File: src/rtl/serial_full_subtractor_if.sv
// Start/done handshake bundle for the bit-serial subtractor.
// The master issues operands; the slave returns the registered result.
interface serial_full_subtractor_if #(
    parameter int WIDTH = 4
);
    logic             start;
    logic [WIDTH-1:0] a;
    logic [WIDTH-1:0] b;
    logic             bin;
    logic             busy;
    logic             done;
    logic [WIDTH-1:0] diff;
    logic             bout;

    modport master (
        output start, a, b, bin,
        input  busy, done, diff, bout
    );

    modport slave (
        input  start, a, b, bin,
        output busy, done, diff, bout
    );
endinterface

File: src/rtl/serial_full_subtractor.sv
// Bit-serial a - b - bin: one full-subtractor cell plus a borrow flop,
// LSB first, WIDTH SHIFT cycles per operation, result held until next completion.
module serial_full_subtractor #(
    parameter int WIDTH = 4
) (
    input  logic                     clk,
    input  logic                     rst,
    serial_full_subtractor_if.slave  bus
);
    localparam int CNT_W = $clog2(WIDTH + 1);
    localparam logic [CNT_W-1:0] LAST_CNT = CNT_W'(WIDTH - 1);

    typedef enum logic [1:0] {
        IDLE  = 2'd0,
        SHIFT = 2'd1,
        DONE  = 2'd2
    } state_t;

    state_t           state_r;
    logic [WIDTH-1:0] sa_r;
    logic [WIDTH-1:0] sb_r;
    logic [WIDTH-1:0] sd_r;
    logic             br_r;
    logic [CNT_W-1:0] cnt_r;
    logic             busy_r;
    logic             done_r;
    logic [WIDTH-1:0] diff_r;
    logic             bout_r;

    logic             d_s;
    logic             br_next_s;
    logic [WIDTH:0]   sd_cat_s;
    logic [WIDTH-1:0] sd_next_s;

    function automatic logic fs_diff(input logic x, input logic y, input logic bi);
        return x ^ y ^ bi;
    endfunction

    function automatic logic fs_borrow(input logic x, input logic y, input logic bi);
        return (~x & y) | (~(x ^ y) & bi);
    endfunction

    // Full-subtractor cell on the current LSBs and next partial-result word.
    always_comb begin
        d_s       = fs_diff(sa_r[0], sb_r[0], br_r);
        br_next_s = fs_borrow(sa_r[0], sb_r[0], br_r);
        // Shifting the concatenation keeps the insert valid even when WIDTH is 1.
        sd_cat_s  = {d_s, sd_r} >> 1'b1;
        sd_next_s = sd_cat_s[WIDTH-1:0];
    end

    // Control FSM with all datapath and output registers.
    always_ff @(posedge clk) begin
        if (rst) begin
            state_r <= IDLE;
            sa_r    <= {WIDTH{1'b0}};
            sb_r    <= {WIDTH{1'b0}};
            sd_r    <= {WIDTH{1'b0}};
            br_r    <= 1'b0;
            cnt_r   <= {CNT_W{1'b0}};
            busy_r  <= 1'b0;
            done_r  <= 1'b0;
            diff_r  <= {WIDTH{1'b0}};
            bout_r  <= 1'b0;
        end else begin
            case (state_r)
                IDLE: begin
                    done_r <= 1'b0;
                    if (bus.start) begin
                        sa_r    <= bus.a;
                        sb_r    <= bus.b;
                        br_r    <= bus.bin;
                        cnt_r   <= {CNT_W{1'b0}};
                        sd_r    <= {WIDTH{1'b0}};
                        busy_r  <= 1'b1;
                        state_r <= SHIFT;
                    end else begin
                        busy_r  <= 1'b0;
                        state_r <= IDLE;
                    end
                end
                SHIFT: begin
                    sa_r  <= sa_r >> 1'b1;
                    sb_r  <= sb_r >> 1'b1;
                    br_r  <= br_next_s;
                    sd_r  <= sd_next_s;
                    cnt_r <= cnt_r + CNT_W'(1);
                    if (cnt_r == LAST_CNT) begin
                        diff_r  <= sd_next_s;
                        bout_r  <= br_next_s;
                        busy_r  <= 1'b0;
                        done_r  <= 1'b1;
                        state_r <= DONE;
                    end else begin
                        busy_r  <= 1'b1;
                        done_r  <= 1'b0;
                        state_r <= SHIFT;
                    end
                end
                DONE: begin
                    busy_r  <= 1'b0;
                    done_r  <= 1'b0;
                    state_r <= IDLE;
                end
                default: begin
                    busy_r  <= 1'b0;
                    done_r  <= 1'b0;
                    state_r <= IDLE;
                end
            endcase
        end
    end

    assign bus.busy = busy_r;
    assign bus.done = done_r;
    assign bus.diff = diff_r;
    assign bus.bout = bout_r;
endmodule

File: src/flat_wrapper.sv
// flat-port wrapper written by rule: the top's interface ports become plain ports
module serial_full_subtractor_flat 
#(
    parameter int WIDTH = 4
)
  (clk, rst, bus_start, bus_a, bus_b, bus_bin, bus_busy, bus_done, bus_diff, bus_bout);
  serial_full_subtractor_if #(.WIDTH(WIDTH)) bus_i ();
  input  logic clk;
  input  logic rst;
  input wire logic [$bits(bus_i.start)-1:0] bus_start;
  input wire logic [$bits(bus_i.a)-1:0] bus_a;
  input wire logic [$bits(bus_i.b)-1:0] bus_b;
  input wire logic [$bits(bus_i.bin)-1:0] bus_bin;
  output wire logic [$bits(bus_i.busy)-1:0] bus_busy;
  output wire logic [$bits(bus_i.done)-1:0] bus_done;
  output wire logic [$bits(bus_i.diff)-1:0] bus_diff;
  output wire logic [$bits(bus_i.bout)-1:0] bus_bout;
  assign bus_i.start = bus_start;
  assign bus_i.a = bus_a;
  assign bus_i.b = bus_b;
  assign bus_i.bin = bus_bin;
  assign bus_busy = bus_i.busy;
  assign bus_done = bus_i.done;
  assign bus_diff = bus_i.diff;
  assign bus_bout = bus_i.bout;
  serial_full_subtractor #(.WIDTH(WIDTH)) u_core (.clk(clk), .rst(rst), .bus(bus_i));
endmodule
File: config.mk
export PLATFORM = sky130hd
export DESIGN_NAME = serial_full_subtractor_flat
export DESIGN_NICKNAME = d
export VERILOG_FILES = /design/src/rtl/serial_full_subtractor_if.sv /design/src/rtl/serial_full_subtractor.sv /design/src/flat_wrapper.sv
export SDC_FILE = /design/constraint.sdc
export NUM_CORES = 1
export LEC_CHECK = 0
export CAP_MARGIN = 10
export CORE_MARGIN = 3
export CORE_UTILIZATION = 35
export CTS_CLUSTER_DIAMETER = 100
export DETAILED_ROUTE_END_ITERATION = 10
export SETUP_SLACK_MARGIN = 0.3
export SYNTH_ARGS = -nofsm -noshare
export SYNTH_HDL_FRONTEND = slang
export SYNTH_SLANG_ARGS = --single-unit
File: constraint.sdc
create_clock -name clk -period 1.84 [get_ports clk]
set_clock_uncertainty 0.15 [all_clocks]
set_input_delay 0.276 -clock clk [delete_from_list [all_inputs] [get_ports clk]]
set_output_delay 0.276 -clock clk [all_outputs]
set_load 0.05 [all_outputs]
==> results.sh, run 1 <==
export IMPL_outcome="finished, final reports clean"
export IMPL_gr_usage_all_layers=0.118
export IMPL_drt_antenna_violating_nets=0
export IMPL_ff2ff_path_depth=5
export IMPL_num_vias=721
export IMPL_endpoint_kind="flip-flop"
export IMPL_p_per_area_nw_per_um2=757
export IMPL_cts_max_level=1
export IMPL_final_cell_mix="dfxtp_1, nor2_1, clkdlybuf4s50_1"
export IMPL_timing_rr_end="u_core.bus.diff[2]$_SDFFE_PP0P_"
export IMPL_nets=130
export IMPL_hold_path_class="reg -> reg"
export IMPL_ys_seq_area_frac=0.466
export IMPL_grt_util_met3=0.0196
export IMPL_start_util=0.385
export IMPL_tightest_slew_ns=0.339
export IMPL_firstDrtPassIters=4
export IMPL_busiest_layer="met1"
export IMPL_finalCritPeriodShare=0.775
export IMPL_synth_mux_area_frac=0.0710
export IMPL_rsz0062_at_grt="false"
export IMPL_hold_viol_final=0
export IMPL_crit_end="u_core.bus.diff[2]$_SDFFE_PP0P_"
export IMPL_cts_resized=1
export IMPL_grtUsageMet1=0.170
export IMPL_synth_xor_area_frac=0
export IMPL_ys_warn_count=0
export IMPL_dieArea_um2=3490
export IMPL_clk_latency_ns=0.31
export IMPL_place_area_um2=1180
export IMPL_synth_ff_latch_count=23
export IMPL_num_antenna_cells=0
export IMPL_synth_area_um2=987
export IMPL_rr_startpoint="u_core.cnt_r[0]$_SDFFE_PP0P_"
export IMPL_synth_nets=110
export IMPL_start_kind="flip-flop"
export IMPL_vdd_ir_drop_max_mv=0.386
export IMPL_dp_hpwl_mm=1.31
export IMPL_dp_cells=140
export IMPL_io_pins=19
export IMPL_die_h_um=59.1
export IMPL_crit_start="u_core.cnt_r[0]$_SDFFE_PP0P_"
export IMPL_portBuffers=18
export IMPL_grt_pass1_wl_mm=3.13
export IMPL_rows=18
export IMPL_clock_sinks=23
export IMPL_wl_per_cell_um=12.6
export IMPL_crit_fanout=8
export IMPL_routabilityCongestion=0.634
export IMPL_worstHoldPathCells=2
export IMPL_arrival_ns=1.49
export IMPL_maxSlewViolCount=0
export IMPL_tns_ns=0
export IMPL_design_area_um2=1220
export IMPL_cts_tree="done"
export IMPL_antenna_found_initial=0
export IMPL_reg2reg_slack_ns=0.41
export IMPL_grt_start_max_net_pins=24
export IMPL_drt_iter0_drc=24
export IMPL_drc=0
export IMPL_post_cts_setup_buffers=0
export IMPL_synth_simple_gate_area_frac=0.144
export IMPL_slew_headroom=0.771
export IMPL_post_route_min_period_ns=1.43
export IMPL_cts_buffers=3
export IMPL_viasPerCell=5.01
export IMPL_synth_top_family_by_area="compound AO/OA/AOI/OAI gates"
export IMPL_max_clock_freq_mhz=701
export IMPL_clockBufferDepth=2
export IMPL_final_common_cell="dfxtp_1"
export IMPL_grt_util_met2=0.166
export IMPL_overflow=0
export IMPL_cts_hold_buf=0
export IMPL_drive_above_1_share=0.246
export IMPL_fin_cells=144
export IMPL_avgSynthCellArea_um2=10.4
export IMPL_yosysUniqueCellTypes=25
export IMPL_worstSetupPathType="reg -> reg"
export IMPL_synth_compound_area_frac=0.212
export IMPL_path_clk_slew_ns=0.13
export IMPL_area_growth_pct=23.4
export IMPL_core_area_um2=2570
export IMPL_critPathRequiredTime_ns=1.90
export IMPL_die_x_um=59.1
export IMPL_p_leak_nw=0.465
export IMPL_synthAdderAreaFrac=0.0456
export IMPL_grt_pass1_vias=717
export IMPL_max_cap_violations=0
export IMPL_hold_ws_ns=0.313
export IMPL_netlist_instances=95
export IMPL_root_buffer="clkbuf_4"
export IMPL_setup_violations=0
export IMPL_routed_wl_mm=1.82
-- layout make-up --
cell class | instances | area [µm²]
fillers | 255 | 1350
multi-input cells | 62 | 479
flip-flops and latches | 23 | 462
repair buffers | 21 | 198
well taps | 30 | 37.5
clock buffers | 3 | 22.5
inverters | 4 | 15.0
clock inverters | 1 | 5.00
-- cells by family after synthesis --
| family | Yosys count |
|---|---|
| DFF | 23 |
| adders and majority gates | 3 |
| AOI/OAI and AO/OA | 23 |
| and+or+nand+nor | 29 |
| muxes | 7 |
| buffers and inverters | 10 |
-- flip-flops by register name (all words and copies together), names as in the netlist --
name	cells
u_core.state_r	2
u_core.br_r	1
u_core.sb_r	4
u_core.bus.done	1
u_core.cnt_r	3
u_core.bus.bout	1
u_core.sd_r	3
u_core.bus.diff	4
u_core.sa_r	4
-- worst min-delay path by stage --
stage	start	to	slack (ns)
2_1_floorplan	rst	u_core.br_r$_SDFFE_PP0P_	0.19
3_3_place_gp	u_core.bus.diff[1]$_SDFFE_PP0P_	u_core.bus.diff[1]$_SDFFE_PP0P_	0.30
3_5_place_dp	u_core.bus.diff[1]$_SDFFE_PP0P_	u_core.bus.diff[1]$_SDFFE_PP0P_	0.30
4_1_cts	u_core.bus.diff[1]$_SDFFE_PP0P_	u_core.bus.diff[1]$_SDFFE_PP0P_	0.32
5_1_grt	u_core.bus.diff[3]$_SDFFE_PP0P_	u_core.bus.diff[3]$_SDFFE_PP0P_	0.34
6_report	u_core.bus.diff[1]$_SDFFE_PP0P_	u_core.bus.diff[1]$_SDFFE_PP0P_	0.31
-- critical path, stage by stage (launching register included) --
cell and delay, ns:
dfxtp_1 0.38, ha_1 0.20, ha_4 0.19, nand3b_1 0.21, nand2_1 0.13, a21oi_1 0.07
-- synth_stat cells --
library cell	count	area, µm²
a2111oi_2	1	15.0
a211oi_1	3	22.5
a211oi_2	4	50.1
a21oi_1	5	25.0
a22oi_1	7	52.6
a311oi_1	1	8.76
and2b_4	1	10.0
buf_1	1	3.75
buf_4	2	15.0
buf_6	2	22.5
clkbuf_1	1	3.75
dfxtp_1	23	460
fa_1	1	20.0
ha_1	2	25.0
inv_1	4	15.0
mux2i_1	7	70.1
nand2_1	4	15.0
nand3_1	4	20.0
nand3b_1	1	7.51
nor2_1	13	48.8
nor2_2	4	25.0
nor3b_1	1	7.51
nor4b_1	1	8.76
o21ba_4	1	16.3
o21bai_4	1	18.8
-- metrics by stage --
stage	total power [mW]	utilization	setup slack [ns]
3_3_place_gp	0.692	0.459	0.206
6_report	0.923	0.475	0.414
2_1_floorplan	0.645	-	0.311
4_1_cts	0.924	0.470	0.338
5_1_grt	0.964	0.475	0.304
3_5_place_dp	0.693	0.459	0.164
-- report_power, final --
part / internal [mW] / switching (mW) / total (mW)
registers: 0.521 / 0.0169 / 0.538
logic: 0.0740 / 0.0704 / 0.144
clock network: 0.0813 / 0.160 / 0.241
total: 0.676 / 0.247 / 0.923
-- layer usage --
metal	up-vias	routed length, µm
li1	376	-
met1	334	944
met2	9	788
met3	2	63
met4	0	21
met5	-	0
(Power assumes the default switching activity.)
==> run 2: changes to the inputs <==
- clock period: 1.84 -> 1.5 ns (I/O delays scaled with it)
==> results.sh, run 2 (synthesized netlist as in run 1, its figures left out) <==
export IMPL_outcome="finished, final reports clean"
export IMPL_die_x_um=59.1
export IMPL_setup_violations=0
export IMPL_root_buffer="clkbuf_4"
export IMPL_post_route_min_period_ns=1.40
export IMPL_grt_util_met2=0.211
export IMPL_slew_headroom=0.757
export IMPL_clk_latency_ns=0.31
export IMPL_clockBufferDepth=2
export IMPL_grt_start_max_net_pins=24
export IMPL_cts_buffers=3
export IMPL_cts_max_level=1
export IMPL_worstSetupPathType="reg -> reg"
export IMPL_seq_area_um2=479
export IMPL_grt_pass1_vias=852
export IMPL_maxSlewViolCount=0
export IMPL_crit_start="u_core.cnt_r[0]$_SDFFE_PP0P_"
export IMPL_nets=146
export IMPL_setup_slack_ns=0.102
export IMPL_drt_iter0_drc=15
export IMPL_area_growth_pct=62.7
export IMPL_firstDrtPassIters=4
export IMPL_rsz0062_at_grt="true"
export IMPL_hold_path_class="in -> reg"
export IMPL_portBuffers=18
export IMPL_routed_wl_mm=2.44
export IMPL_vdd_ir_drop_max_mv=0.678
export IMPL_drive_above_1_share=0.554
export IMPL_max_clock_freq_mhz=715
export IMPL_antenna_found_initial=0
export IMPL_gr_usage_all_layers=0.137
export IMPL_drc=0
export IMPL_p_leak_nw=0.594
export IMPL_overflow=0
export IMPL_wl_per_cell_um=15.2
export IMPL_hp_start="bus_start"
export IMPL_io_pins=19
export IMPL_cts_tree="done"
export IMPL_crit_fanout=6
export IMPL_clock_sinks=23
export IMPL_core_area_um2=2570
export IMPL_arrival_ns=1.50
export IMPL_p_per_area_nw_per_um2=767
export IMPL_rows=18
export IMPL_grt_pass1_wl_mm=3.64
export IMPL_grt_util_met3=0.0305
export IMPL_dieArea_um2=3490
export IMPL_die_h_um=59.1
export IMPL_critPathRequiredTime_ns=1.60
export IMPL_path_clk_slew_ns=0.13
export IMPL_num_vias=833
export IMPL_num_antenna_cells=0
export IMPL_dp_slack_ns=-0.0715
export IMPL_busiest_layer="met2"
export IMPL_viasPerCell=5.21
export IMPL_start_kind="flip-flop"
export IMPL_finalCritPeriodShare=0.932
export IMPL_endpoint_kind="flip-flop"
export IMPL_grtUsageMet1=0.180
export IMPL_dp_hpwl_mm=1.40
export IMPL_tightest_slew_ns=0.364
export IMPL_final_fill_count=210
export IMPL_start_util=0.385
export IMPL_routabilityCongestion=0.673
export IMPL_multi_input_area_um2=624
export IMPL_rr_startpoint="u_core.cnt_r[0]$_SDFFE_PP0P_"
export IMPL_drt_antenna_violating_nets=0
export IMPL_max_cap_violations=0
export IMPL_hold_viol_final=0
export IMPL_final_cell_mix="nor2_1, dfxtp_1, buf_4"
export IMPL_tns_ns=0
run 2: changes by cell type in the layout (fill, tap and decap cells not counted), moves of 4 or more:
cell     change
a22oi_1      -4
buf_12       +8
dfxtp_1     -10
dfxtp_2      +8
a22oi_2      +4
run 2: timing repair:
| item | 4_1_cts | 5_1_grt |
|---|---|---|
| endpoints found under the setup margin | 28 | 29 |
| cloned | 1 | 1 |
| gates resized for setup | 10 | 24 |
| buffers inserted | 9 | 5 |
| pin swaps | 5 | 11 |
| hold buffers | 0 | 0 |
run 2: worst max-delay path: stages (launching register included):
cell,delay (ns)
dfxtp_2,0.36
ha_4,0.16
ha_4,0.16
nand3b_1,0.23
nand2_1,0.12
a21oi_2,0.15
run 2: layer usage:
| metal | part of all wire | vias to the layer above | wire length (µm) |
|---|---|---|---|
| met5 | 0 | - | 0 |
| met3 | 0.040 | 4 | 98 |
| met1 | 0.46 | 405 | 1120 |
| li1 | - | 409 | - |
| met4 | 0.014 | 0 | 33 |
| met2 | 0.49 | 15 | 1190 |
run 2: layout make-up:
type	count	share of cell area
Inverter	4	0.00935
Clock buffer	4	0.0164
Tap cell	30	0.0234
Sequential cell	23	0.298
Timing Repair Buffer	35	0.264
Multi-Input combinational cell	64	0.389
run 2: where the power goes:
part / switching (mW) / internal (mW)
registers: 0.0287 / 0.638
logic: 0.124 / 0.146
clock network: 0.192 / 0.104
run 2: worst paths after layout:
kind	slack [ns]	cells past startpoint	end
worst min register to register	0.34	2	u_core.bus.diff[2]$_SDFFE_PP0P_
worst min-delay path	0.25	3	u_core.sa_r[0]$_SDFFE_PP0P_
worst max-delay path	0.10	5	u_core.bus.diff[1]$_SDFFE_PP0P_
worst max register to register	0.10	5	u_core.bus.diff[1]$_SDFFE_PP0P_
run 2: stage by stage:
stage	utilization	total power, mW	std cells	area, µm²	hold slack (ns)
floorplan	-	0.802	95	1040	0.136
CTS	0.569	1.19	154	1460	0.341
finish	0.626	1.23	160	1610	0.254
detailed placement	0.514	0.878	140	1320	0.322
global placement	0.514	0.874	140	1320	0.321
global route	0.626	1.28	160	1610	0.279
==> run 3: changes to the inputs <==
- CORE_MARGIN: 3 -> 2
- CTS_CLUSTER_DIAMETER: 100 -> default
==> results.sh, run 3 (synthesized netlist as in run 1, its figures left out) <==
export IMPL_outcome="finished, final reports clean"
export IMPL_die_x_um=57.1
export IMPL_nets=145
export IMPL_p_per_area_nw_per_um2=775
export IMPL_area_growth_pct=56.7
export IMPL_setup_violations=0
export IMPL_hold_viol_final=0
export IMPL_path_clk_slew_ns=0.13
export IMPL_place_area_um2=1340
export IMPL_finalCritPeriodShare=0.897
export IMPL_wl_met1_um=980
export IMPL_viasPerCell=5.04
export IMPL_design_area_um2=1550
export IMPL_crit_start="u_core.br_r$_SDFFE_PP0P_"
export IMPL_dp_slack_ns=-0.0714
export IMPL_cts_tree="done"
export IMPL_crit_fanout=2
export IMPL_p_leak_nw=0.576
export IMPL_final_cell_mix="nor2_1, dfxtp_1, clkdlybuf4s50_1"
export IMPL_wl_per_cell_um=13.1
export IMPL_drc=0
export IMPL_drive_above_1_share=0.527
export IMPL_ff2ff_path_depth=4
export IMPL_endpoint_kind="flip-flop"
export IMPL_vdd_ir_drop_max_mv=0.555
export IMPL_root_buffer="clkbuf_4"
export IMPL_clk_latency_ns=0.31
export IMPL_overflow=0
export IMPL_arrival_ns=1.45
export IMPL_rsz0062_at_grt="true"
export IMPL_cts_buffers=3
export IMPL_gr_usage_all_layers=0.140
export IMPL_cts_max_level=1
export IMPL_setup_slack_ns=0.155
export IMPL_rows=19
export IMPL_worstSetupPathType="reg -> reg"
export IMPL_grt_pass1_vias=832
export IMPL_clockBufferDepth=2
export IMPL_routed_wl_met2_mm=1.04
export IMPL_post_route_min_period_ns=1.35
export IMPL_start_kind="flip-flop"
export IMPL_tns_ns=0
export IMPL_core_area_um2=2710
export IMPL_top_layer_used="met4"
export IMPL_slew_headroom=0.833
export IMPL_antenna_found_initial=0
export IMPL_io_pins=19
export IMPL_tightest_slew_ns=0.250
export IMPL_rr_startpoint="u_core.br_r$_SDFFE_PP0P_"
export IMPL_clock_sinks=23
export IMPL_drt_antenna_violating_nets=0
export IMPL_routabilityCongestion=0.652
export IMPL_cts_hold_buf=0
export IMPL_firstDrtPassIters=4
export IMPL_maxSlewViolCount=0
export IMPL_routed_wl_mm=2.10
export IMPL_max_cap_violations=0
export IMPL_die_h_um=57.1
export IMPL_num_vias=806
export IMPL_critPathRequiredTime_ns=1.61
export IMPL_portBuffers=18
export IMPL_dieArea_um2=3260
export IMPL_drt_iter0_drc=7
export IMPL_num_antenna_cells=0
export IMPL_dp_hpwl_mm=1.31
export IMPL_grt_pass1_wl_mm=3.56
export IMPL_dr_wl_met3_um=57
export IMPL_start_util=0.364
export IMPL_worstHoldPathCells=2
export IMPL_hold_path_class="reg -> reg"
export IMPL_grt_start_max_net_pins=24
export IMPL_max_clock_freq_mhz=743
export IMPL_hp_start="u_core.sd_r[1]$_SDFFE_PP0P_"
## run 3: cell types whose count changed in the layout (fill, tap and decap cells not counted), moves of 2 or more
cell	previous run	this run
a22oi_1	3	6
mux2i_1	5	7
a22oi_2	4	1
mux2i_2	2	0
nor2_4	3	1
buf_6	3	5
nor2_2	2	4
buf_4	11	9
## run 3: repair_timing
item,4_1_cts,5_1_grt
setup endpoints to repair,29,29
resized for setup,9,15
buffers inserted,9,2
cloned,1,1
pin swaps,10,5
## run 3: report_power, final
part | internal (mW) | leakage [nW] | switching [mW]
clock network | 0.0996 | 0.0177 | 0.188
logic | 0.137 | 0.365 | 0.107
registers | 0.640 | 0.193 | 0.0262
total | 0.876 | 0.576 | 0.322
## run 3: critical path: stages, from the launching register on
cell and delay, ns:
dfxtp_2 0.36, inv_2 0.04, fa_2 0.57, nand3_2 0.07, a21oi_2 0.11
## run 3: layout make-up
type                    count  area, µm²
well taps                  31       38.8
multi-input cells          64        574
clock inverters             1       5.00
inverters                   4       15.0
repair buffers             34        414
flip-flops and latches     23        477
fillers                   262       1160
clock buffers               3       22.5
## run 3: final timing paths
path / slack [ns] / to
worst max-delay path: 0.15 / u_core.bus.diff[3]$_SDFFE_PP0P_
worst min-delay path: 0.33 / u_core.bus.diff[0]$_SDFFE_PP0P_
worst max register to register: 0.15 / u_core.bus.diff[3]$_SDFFE_PP0P_
worst min register to register: 0.33 / u_core.bus.diff[0]$_SDFFE_PP0P_
## run 3: routing by layer
layer / vias up / global-route usage
li1: 409 / -
met1: 383 / 0.173
met2: 12 / 0.253
met3: 2 / 0.0136
met4: 0 / 0.0498
met5: - / 0
## run 3: metrics by stage
step           std cells  total power [mW]  hold WS [ns]  utilization
3_5_place_dp         143             0.878         0.320        0.493
4_1_cts              157              1.18         0.331        0.539
2_1_floorplan         95             0.802         0.136            -
3_3_place_gp         143             0.875         0.323        0.493
6_report             160              1.20         0.331        0.571
5_1_grt              160              1.26         0.352        0.571
